[src/rtl/sysid_pkg.sv]
// Shared word map, CTRL/CAPS field positions and data width for the sysid register file.
package sysid_pkg;

  localparam int unsigned SYSID_DATA_W = 32;

  typedef enum logic [2:0] {
    SYSID_W_ID        = 3'd0,
    SYSID_W_TIMESTAMP = 3'd1,
    SYSID_W_VERSION   = 3'd2,
    SYSID_W_SCRATCH   = 3'd3,
    SYSID_W_UPTIME_LO = 3'd4,
    SYSID_W_UPTIME_HI = 3'd5,
    SYSID_W_CAPS      = 3'd6,
    SYSID_W_CTRL      = 3'd7
  } sysid_word_e;

  localparam int unsigned SYSID_CTRL_CLR      = 0;
  localparam int unsigned SYSID_CTRL_FREEZE   = 1;

  localparam int unsigned SYSID_CAPS_UPTIME   = 0;
  localparam int unsigned SYSID_CAPS_CNTW_LSB = 8;
  localparam int unsigned SYSID_CAPS_FREEZE   = 16;

endpackage

[src/rtl/sysid_regfile_avmm_if.sv]
// Avalon-MM slave bus bundle for the sysid register file (no waitrequest, read latency 1).
interface sysid_regfile_avmm_if #(
  parameter int unsigned ADDR_W = 3
);
  logic [ADDR_W-1:0] address;
  logic              read;
  logic              write;
  logic [31:0]       writedata;
  logic [3:0]        byteenable;
  logic [31:0]       readdata;
  logic              readdatavalid;

  modport master (
    output address, read, write, writedata, byteenable,
    input  readdata, readdatavalid
  );

  modport slave (
    input  address, read, write, writedata, byteenable,
    output readdata, readdatavalid
  );
endinterface

[src/rtl/sysid_uptime_ctr.sv]
// Free-running uptime counter with freeze, synchronous clear (clear wins) and
// a high-word snapshot taken on LO reads so LO-then-HI sequences stay coherent.
module sysid_uptime_ctr #(
  parameter int unsigned CNT_W = 48
) (
  input  logic             clock,
  input  logic             reset_n,
  input  logic             clr,
  input  logic             freeze,
  input  logic             snap,
  output logic [CNT_W-1:0] count,
  output logic [31:0]      snap_hi
);

  logic [CNT_W-1:0]  r_count;
  logic [CNT_W-33:0] r_snap;

  always_ff @(posedge clock or negedge reset_n) begin
    if (!reset_n) begin
      r_count <= '0;
    end else if (clr) begin
      r_count <= '0;
    end else if (!freeze) begin
      r_count <= r_count + CNT_W'(1);
    end
  end

  always_ff @(posedge clock or negedge reset_n) begin
    if (!reset_n) begin
      r_snap <= '0;
    end else if (snap) begin
      r_snap <= r_count[CNT_W-1:32];
    end
  end

  assign count   = r_count;
  assign snap_hi = 32'(r_snap);

endmodule

[src/rtl/sysid_regfile_avmm.sv]
// System-ID register file on Avalon-MM: constants, byte-writable scratch, read mux.
// Uptime counter, snapshot and CTRL are built only when SYSID_UPTIME_EN is defined.
module sysid_regfile_avmm
  import sysid_pkg::*;
#(
  parameter logic [31:0] SYSID_ID        = 32'h0000_0000,
  parameter logic [31:0] SYSID_TIMESTAMP = 32'h58D7_29D7,
  parameter logic [31:0] SYSID_VERSION   = 32'h0001_0000,
  parameter int unsigned CNT_W           = 48,
  parameter int unsigned ADDR_W          = 3
) (
  input  logic                 clock,
  input  logic                 reset_n,
  sysid_regfile_avmm_if.slave  avs
);

  if (CNT_W < 33 || CNT_W > 64) begin : g_cnt_w_check
    $error("sysid_regfile_avmm: CNT_W must be within 33..64");
  end

  logic [31:0] r_scratch;
  logic [31:0] r_readdata;
  logic        r_readdatavalid;
  logic [31:0] w_rdmux;
  logic [31:0] w_uptime_lo;
  logic [31:0] w_uptime_hi;
  logic [31:0] w_caps;
  logic [31:0] w_ctrl_rd;
  logic        w_wr_scratch;

  assign w_wr_scratch = avs.write && (avs.address == ADDR_W'(SYSID_W_SCRATCH));

  always_ff @(posedge clock or negedge reset_n) begin
    if (!reset_n) begin
      r_scratch <= '0;
    end else if (w_wr_scratch) begin
      for (int unsigned b = 0; b < 4; b++) begin
        if (avs.byteenable[b]) r_scratch[8*b +: 8] <= avs.writedata[8*b +: 8];
      end
    end
  end

`ifdef SYSID_UPTIME_EN
  logic             r_freeze;
  logic             w_wr_ctrl;
  logic             w_clr;
  logic             w_snap;
  logic [CNT_W-1:0] w_count;

  assign w_wr_ctrl = avs.write && (avs.address == ADDR_W'(SYSID_W_CTRL));
  assign w_clr     = w_wr_ctrl && avs.writedata[SYSID_CTRL_CLR];
  assign w_snap    = avs.read && (avs.address == ADDR_W'(SYSID_W_UPTIME_LO));

  always_ff @(posedge clock or negedge reset_n) begin
    if (!reset_n) begin
      r_freeze <= 1'b0;
    end else if (w_wr_ctrl) begin
      r_freeze <= avs.writedata[SYSID_CTRL_FREEZE];
    end
  end

  sysid_uptime_ctr #(.CNT_W(CNT_W)) u_uptime (
    .clock   (clock),
    .reset_n (reset_n),
    .clr     (w_clr),
    .freeze  (r_freeze),
    .snap    (w_snap),
    .count   (w_count),
    .snap_hi (w_uptime_hi)
  );

  assign w_uptime_lo = w_count[31:0];

  always_comb begin
    w_caps                                  = '0;
    w_caps[SYSID_CAPS_UPTIME]               = 1'b1;
    w_caps[SYSID_CAPS_CNTW_LSB +: 8]        = 8'(CNT_W);
    w_caps[SYSID_CAPS_FREEZE]               = r_freeze;
    w_ctrl_rd                               = '0;
    w_ctrl_rd[SYSID_CTRL_FREEZE]            = r_freeze;
  end
`else
  assign w_uptime_lo = '0;
  assign w_uptime_hi = '0;
  assign w_caps      = '0;
  assign w_ctrl_rd   = '0;
`endif

  always_comb begin
    w_rdmux = '0;
    case (avs.address)
      ADDR_W'(SYSID_W_ID):        w_rdmux = SYSID_ID;
      ADDR_W'(SYSID_W_TIMESTAMP): w_rdmux = SYSID_TIMESTAMP;
      ADDR_W'(SYSID_W_VERSION):   w_rdmux = SYSID_VERSION;
      ADDR_W'(SYSID_W_SCRATCH):   w_rdmux = r_scratch;
      ADDR_W'(SYSID_W_UPTIME_LO): w_rdmux = w_uptime_lo;
      ADDR_W'(SYSID_W_UPTIME_HI): w_rdmux = w_uptime_hi;
      ADDR_W'(SYSID_W_CAPS):      w_rdmux = w_caps;
      ADDR_W'(SYSID_W_CTRL):      w_rdmux = w_ctrl_rd;
      default:                    w_rdmux = '0;
    endcase
  end

  // Mux samples pre-edge state, so a read colliding with a write returns the old value.
  always_ff @(posedge clock or negedge reset_n) begin
    if (!reset_n) begin
      r_readdata      <= '0;
      r_readdatavalid <= 1'b0;
    end else begin
      r_readdatavalid <= avs.read;
      if (avs.read) r_readdata <= w_rdmux;
    end
  end

  assign avs.readdata      = r_readdata;
  assign avs.readdatavalid = r_readdatavalid;

endmodule

[src/flat_wrapper.sv]
// flat-port wrapper written by rule: the top's interface ports become plain ports
module sysid_regfile_avmm_flat import sysid_pkg::*;
#(
  parameter logic [31:0] SYSID_ID        = 32'h0000_0000,
  parameter logic [31:0] SYSID_TIMESTAMP = 32'h58D7_29D7,
  parameter logic [31:0] SYSID_VERSION   = 32'h0001_0000,
  parameter int unsigned CNT_W           = 48,
  parameter int unsigned ADDR_W          = 3
)
  (clock, reset_n, avs_address, avs_read, avs_write, avs_writedata, avs_byteenable, avs_readdata, avs_readdatavalid);
  sysid_regfile_avmm_if #(.ADDR_W(ADDR_W)) avs_i ();
  input  logic clock;
  input  logic reset_n;
  input wire logic [$bits(avs_i.address)-1:0] avs_address;
  input wire logic [$bits(avs_i.read)-1:0] avs_read;
  input wire logic [$bits(avs_i.write)-1:0] avs_write;
  input wire logic [$bits(avs_i.writedata)-1:0] avs_writedata;
  input wire logic [$bits(avs_i.byteenable)-1:0] avs_byteenable;
  output wire logic [$bits(avs_i.readdata)-1:0] avs_readdata;
  output wire logic [$bits(avs_i.readdatavalid)-1:0] avs_readdatavalid;
  assign avs_i.address = avs_address;
  assign avs_i.read = avs_read;
  assign avs_i.write = avs_write;
  assign avs_i.writedata = avs_writedata;
  assign avs_i.byteenable = avs_byteenable;
  assign avs_readdata = avs_i.readdata;
  assign avs_readdatavalid = avs_i.readdatavalid;
  sysid_regfile_avmm #(.SYSID_ID(SYSID_ID), .SYSID_TIMESTAMP(SYSID_TIMESTAMP), .SYSID_VERSION(SYSID_VERSION), .CNT_W(CNT_W), .ADDR_W(ADDR_W)) u_core (.clock(clock), .reset_n(reset_n), .avs(avs_i));
endmodule
[config.mk]
export PLATFORM = sky130hd
export DESIGN_NAME = sysid_regfile_avmm_flat
export DESIGN_NICKNAME = d
export VERILOG_FILES = /design/src/rtl/sysid_pkg.sv /design/src/rtl/sysid_regfile_avmm_if.sv /design/src/rtl/sysid_uptime_ctr.sv /design/src/rtl/sysid_regfile_avmm.sv /design/src/flat_wrapper.sv
export SDC_FILE = /design/constraint.sdc
export NUM_CORES = 1
export LEC_CHECK = 0
export CAP_MARGIN = 20
export CORE_UTILIZATION = 30
export DETAILED_ROUTE_END_ITERATION = 8
export HOLD_SLACK_MARGIN = 0.06
export SETUP_SLACK_MARGIN = 0.1
export SLEW_MARGIN = 5
export SYNTH_ARGS = -nofsm -noshare
export SYNTH_HDL_FRONTEND = slang
export SYNTH_SLANG_ARGS = --single-unit
[constraint.sdc]
create_clock -name clock -period 0.85 [get_ports clock]
set_input_delay 0.085 -clock clock [delete_from_list [all_inputs] [get_ports clock]]
set_output_delay 0.085 -clock clock [all_outputs]
set_load 0.005 [all_outputs]
==> run summary <==
outcome -> finished with violations
failing checks -> negative setup slack
Worst Path Max Fanout -> 2
placement row count -> 34
Worst Setup Path Type -> reg -> out
Max-Cap Viols -> 0
Fill cells -> 795
final setup violating endpoints -> 50
DP Cell Count -> 397
Max Slew Vio Count -> 0
Mapped Avg Cell Area -> 12.7 sq um
crit path cell chain -> buf_2
Final period util -> 113%
CTS H-tree lvls -> 3
Synth warnings -> 0
Max stage delay on crit path -> 0.41 ns
fin crit period -> 0.963 ns
Syn-to-layout area delta -> 57.4%
Synth area leader -> dfrtp_1
Clock Tree Root -> clkbuf_8
Crit path buffers/inverters -> 1
Setup Skew -> 0.00621 ns
initial antenna violation count -> 0
DR vias -> 1941
final worst setup slack -> -0.113 ns
Clock Latency Late Sink -> 0.33 ns
GRT overflow -> 0
leak pwr -> 2.07 nW
gr usage total -> 14.2%
post-synthesis sequential area ratio -> 60.0%
endpoint class of the critical path -> primary output
Worst R2R Path Depth -> 3
Post-Syn Nets -> 257
most frequent cells in the layout -> dfrtp_1 (65), buf_2 (36), mux2_4 (32), clkdlybuf4s50_1 (32)
critical path's top delay family -> flip-flops
CTS clk-pin slew, worst paths -> 0.07 ns
post-detail-place hpwl -> 4.05 mm
Yosys reg bits -> 65
CP startpoint kind -> register
Post-synth EDFFs -> 0
cell depth of the worst setup path -> 1
Hold Worst Slack -> 0.174 ns
TritonRoute pass-1 iters -> 3
fmax -> 1040 MHz
largest net degree at the start of global routing -> 66
largest cells by area after synthesis -> dfrtp_1 (60%), mux2_4 (18%), a21oi_1 (3.1%)
Port Buf Inserts -> 75
pin slew with the least headroom to its limit -> 0.349 ns
Rel. slew slack -> 76.7%
RSZ-0062 raised after global routing -> true
GPL Wtd Cong -> 0.717
layout cells sized above 1 -> 52.6%
CP required -> 0.76 ns
# clock sinks -> 65
Max clock buf depth -> 2
ys flop type -> dfrtp_1
post-synth top area share -> 60.0%
end point of the critical path -> avs_readdata[0]
CTS tree -> done
WL/cell -> 15.0 um
Synth Instances -> 214
Reg2Reg Setup Slack -> 0.01 ns
reg-to-reg startpoint -> u_core.r_scratch[16]
Worst EP arrival -> 0.88 ns
Initial Util -> 31.1%
vias in the first global route -> 2015
I/O pins -> 76
ANT nets after route -> 0
post-synthesis async set-or-reset flop share -> 100%
Layout Cells excl Fill -> 435
Initial DRC Count -> 36
area of the mapped netlist -> 2710 sq um
commonest non-fill, non-tap cell in the layout -> dfrtp_1
Netlist cell types -> 18
critical path's slowest cell -> dfrtp_1
die height -> 97.1 um
worst setup path start -> u_core.avs.readdata[0]
Num CTS Buffers -> 9
nets -> 365
final antenna diode count -> 0
worst hold path class -> in -> reg
vias per cell -> 4.46
DRC viols -> 0
Die W -> 97.1 um
final wirelength -> 6.53 mm
Die ar. -> 9420 sq um
worst IR drop on VDD -> 0.855 mV
Hold Fails Final Rpt -> 0
CORE AREA -> 8720 sq um
R2R Path End -> u_core.avs.readdata[16]
power density over the cells -> 2100 nW/um^2
first-pass GRT wire length -> 10.4 mm
-- flip-flops by register name (all words and copies together), names as in the netlist --
name and cells:
u_core.avs.readdata 32, u_core.r_scratch 32, u_core.avs.readdatavalid 1
-- synthesized netlist by cell type (4+ instances only) --
library cell and instances:
a21oi_1 17, buf_2 5, clkbuf_1 4, dfrtp_1 65, inv_1 16, mux2_4 32, nand2_1 17, nand2_8 4
nand3_1 14, nor2_1 18, o21ai_0 15
-- routing by layer --
metal	global-route usage (%)	vias to the layer above	share of wire (%)	routed length (um)
met3	2.81	10	4.4	290
li1	-	933	-	-
met5	0	-	0	0
met1	20.3	948	49	3190
met4	5.74	0	1.6	105
met2	21.0	50	45	2950
-- power breakdown --
group	internal (mW)	total (mW)	switching, mW
Sequential	3.56	3.91	0.350
Combinational	0.971	1.48	0.511
Clock	2.34	3.55	1.21
Total	6.87	8.94	2.07
-- stage by stage --
stage	setup TNS [ns]	setup slack (ns)	total power [mW]	instance area (sq um)	utilization (%)
after detailed placement	-41.77	-0.735	5.31	3760	43.1
after global routing	-3.80	-0.140	9.34	4270	48.9
final	-2.59	-0.113	8.94	4270	48.9
after floorplan	-5.46	-0.171	4.60	2820	-
after global placement	-41.19	-0.735	5.28	3760	43.1
after CTS	-3.04	-0.122	9.01	4180	47.9
-- final cells by class --
type                    instances  area (sq um)  area share, %
clock buffers                  10           138           3.22
clock inverters                 6           138           3.22
inverters                      16          60.1           1.41
multi-input cells             122          1190           27.9
flip-flops and latches         65          1630           38.1
well taps                     108           135           3.17
repair buffers                108           982           23.0
-- timing repair --
| action | in CTS | in global routing |
|---|---|---|
| hold buffers | 1 | 0 |
| resized for setup | 187 | 23 |
| setup endpoints to repair | 97 | 87 |
| hold endpoints to repair | 65 | 0 |
| setup buffers | 16 | 6 |
| pin swaps | 13 | 8 |
| gates cloned | 2 | 1 |
-- worst min path at each step --
stage / startpoint / end / slack [ns] / cells past startpoint
3_3_place_gp: reset_n / u_core.avs.readdata[14] / 0.13 / 2
4_1_cts: avs_read / u_core.avs.readdatavalid / 0.15 / 2
2_1_floorplan: reset_n / u_core.avs.readdata[0] / -0.21 / 0
6_report: avs_read / u_core.avs.readdatavalid / 0.17 / 2
3_5_place_dp: reset_n / u_core.avs.readdata[14] / 0.13 / 2
5_1_grt: avs_read / u_core.avs.readdatavalid / 0.18 / 2
-- cells by family after synthesis --
kind of cell    synth area share, %
flops                          60.0
simple gates                   11.4
compound gates                 6.65
buf+inv                        4.25
mux                            17.7
Note: power is estimated with default switching activity, not from simulation.
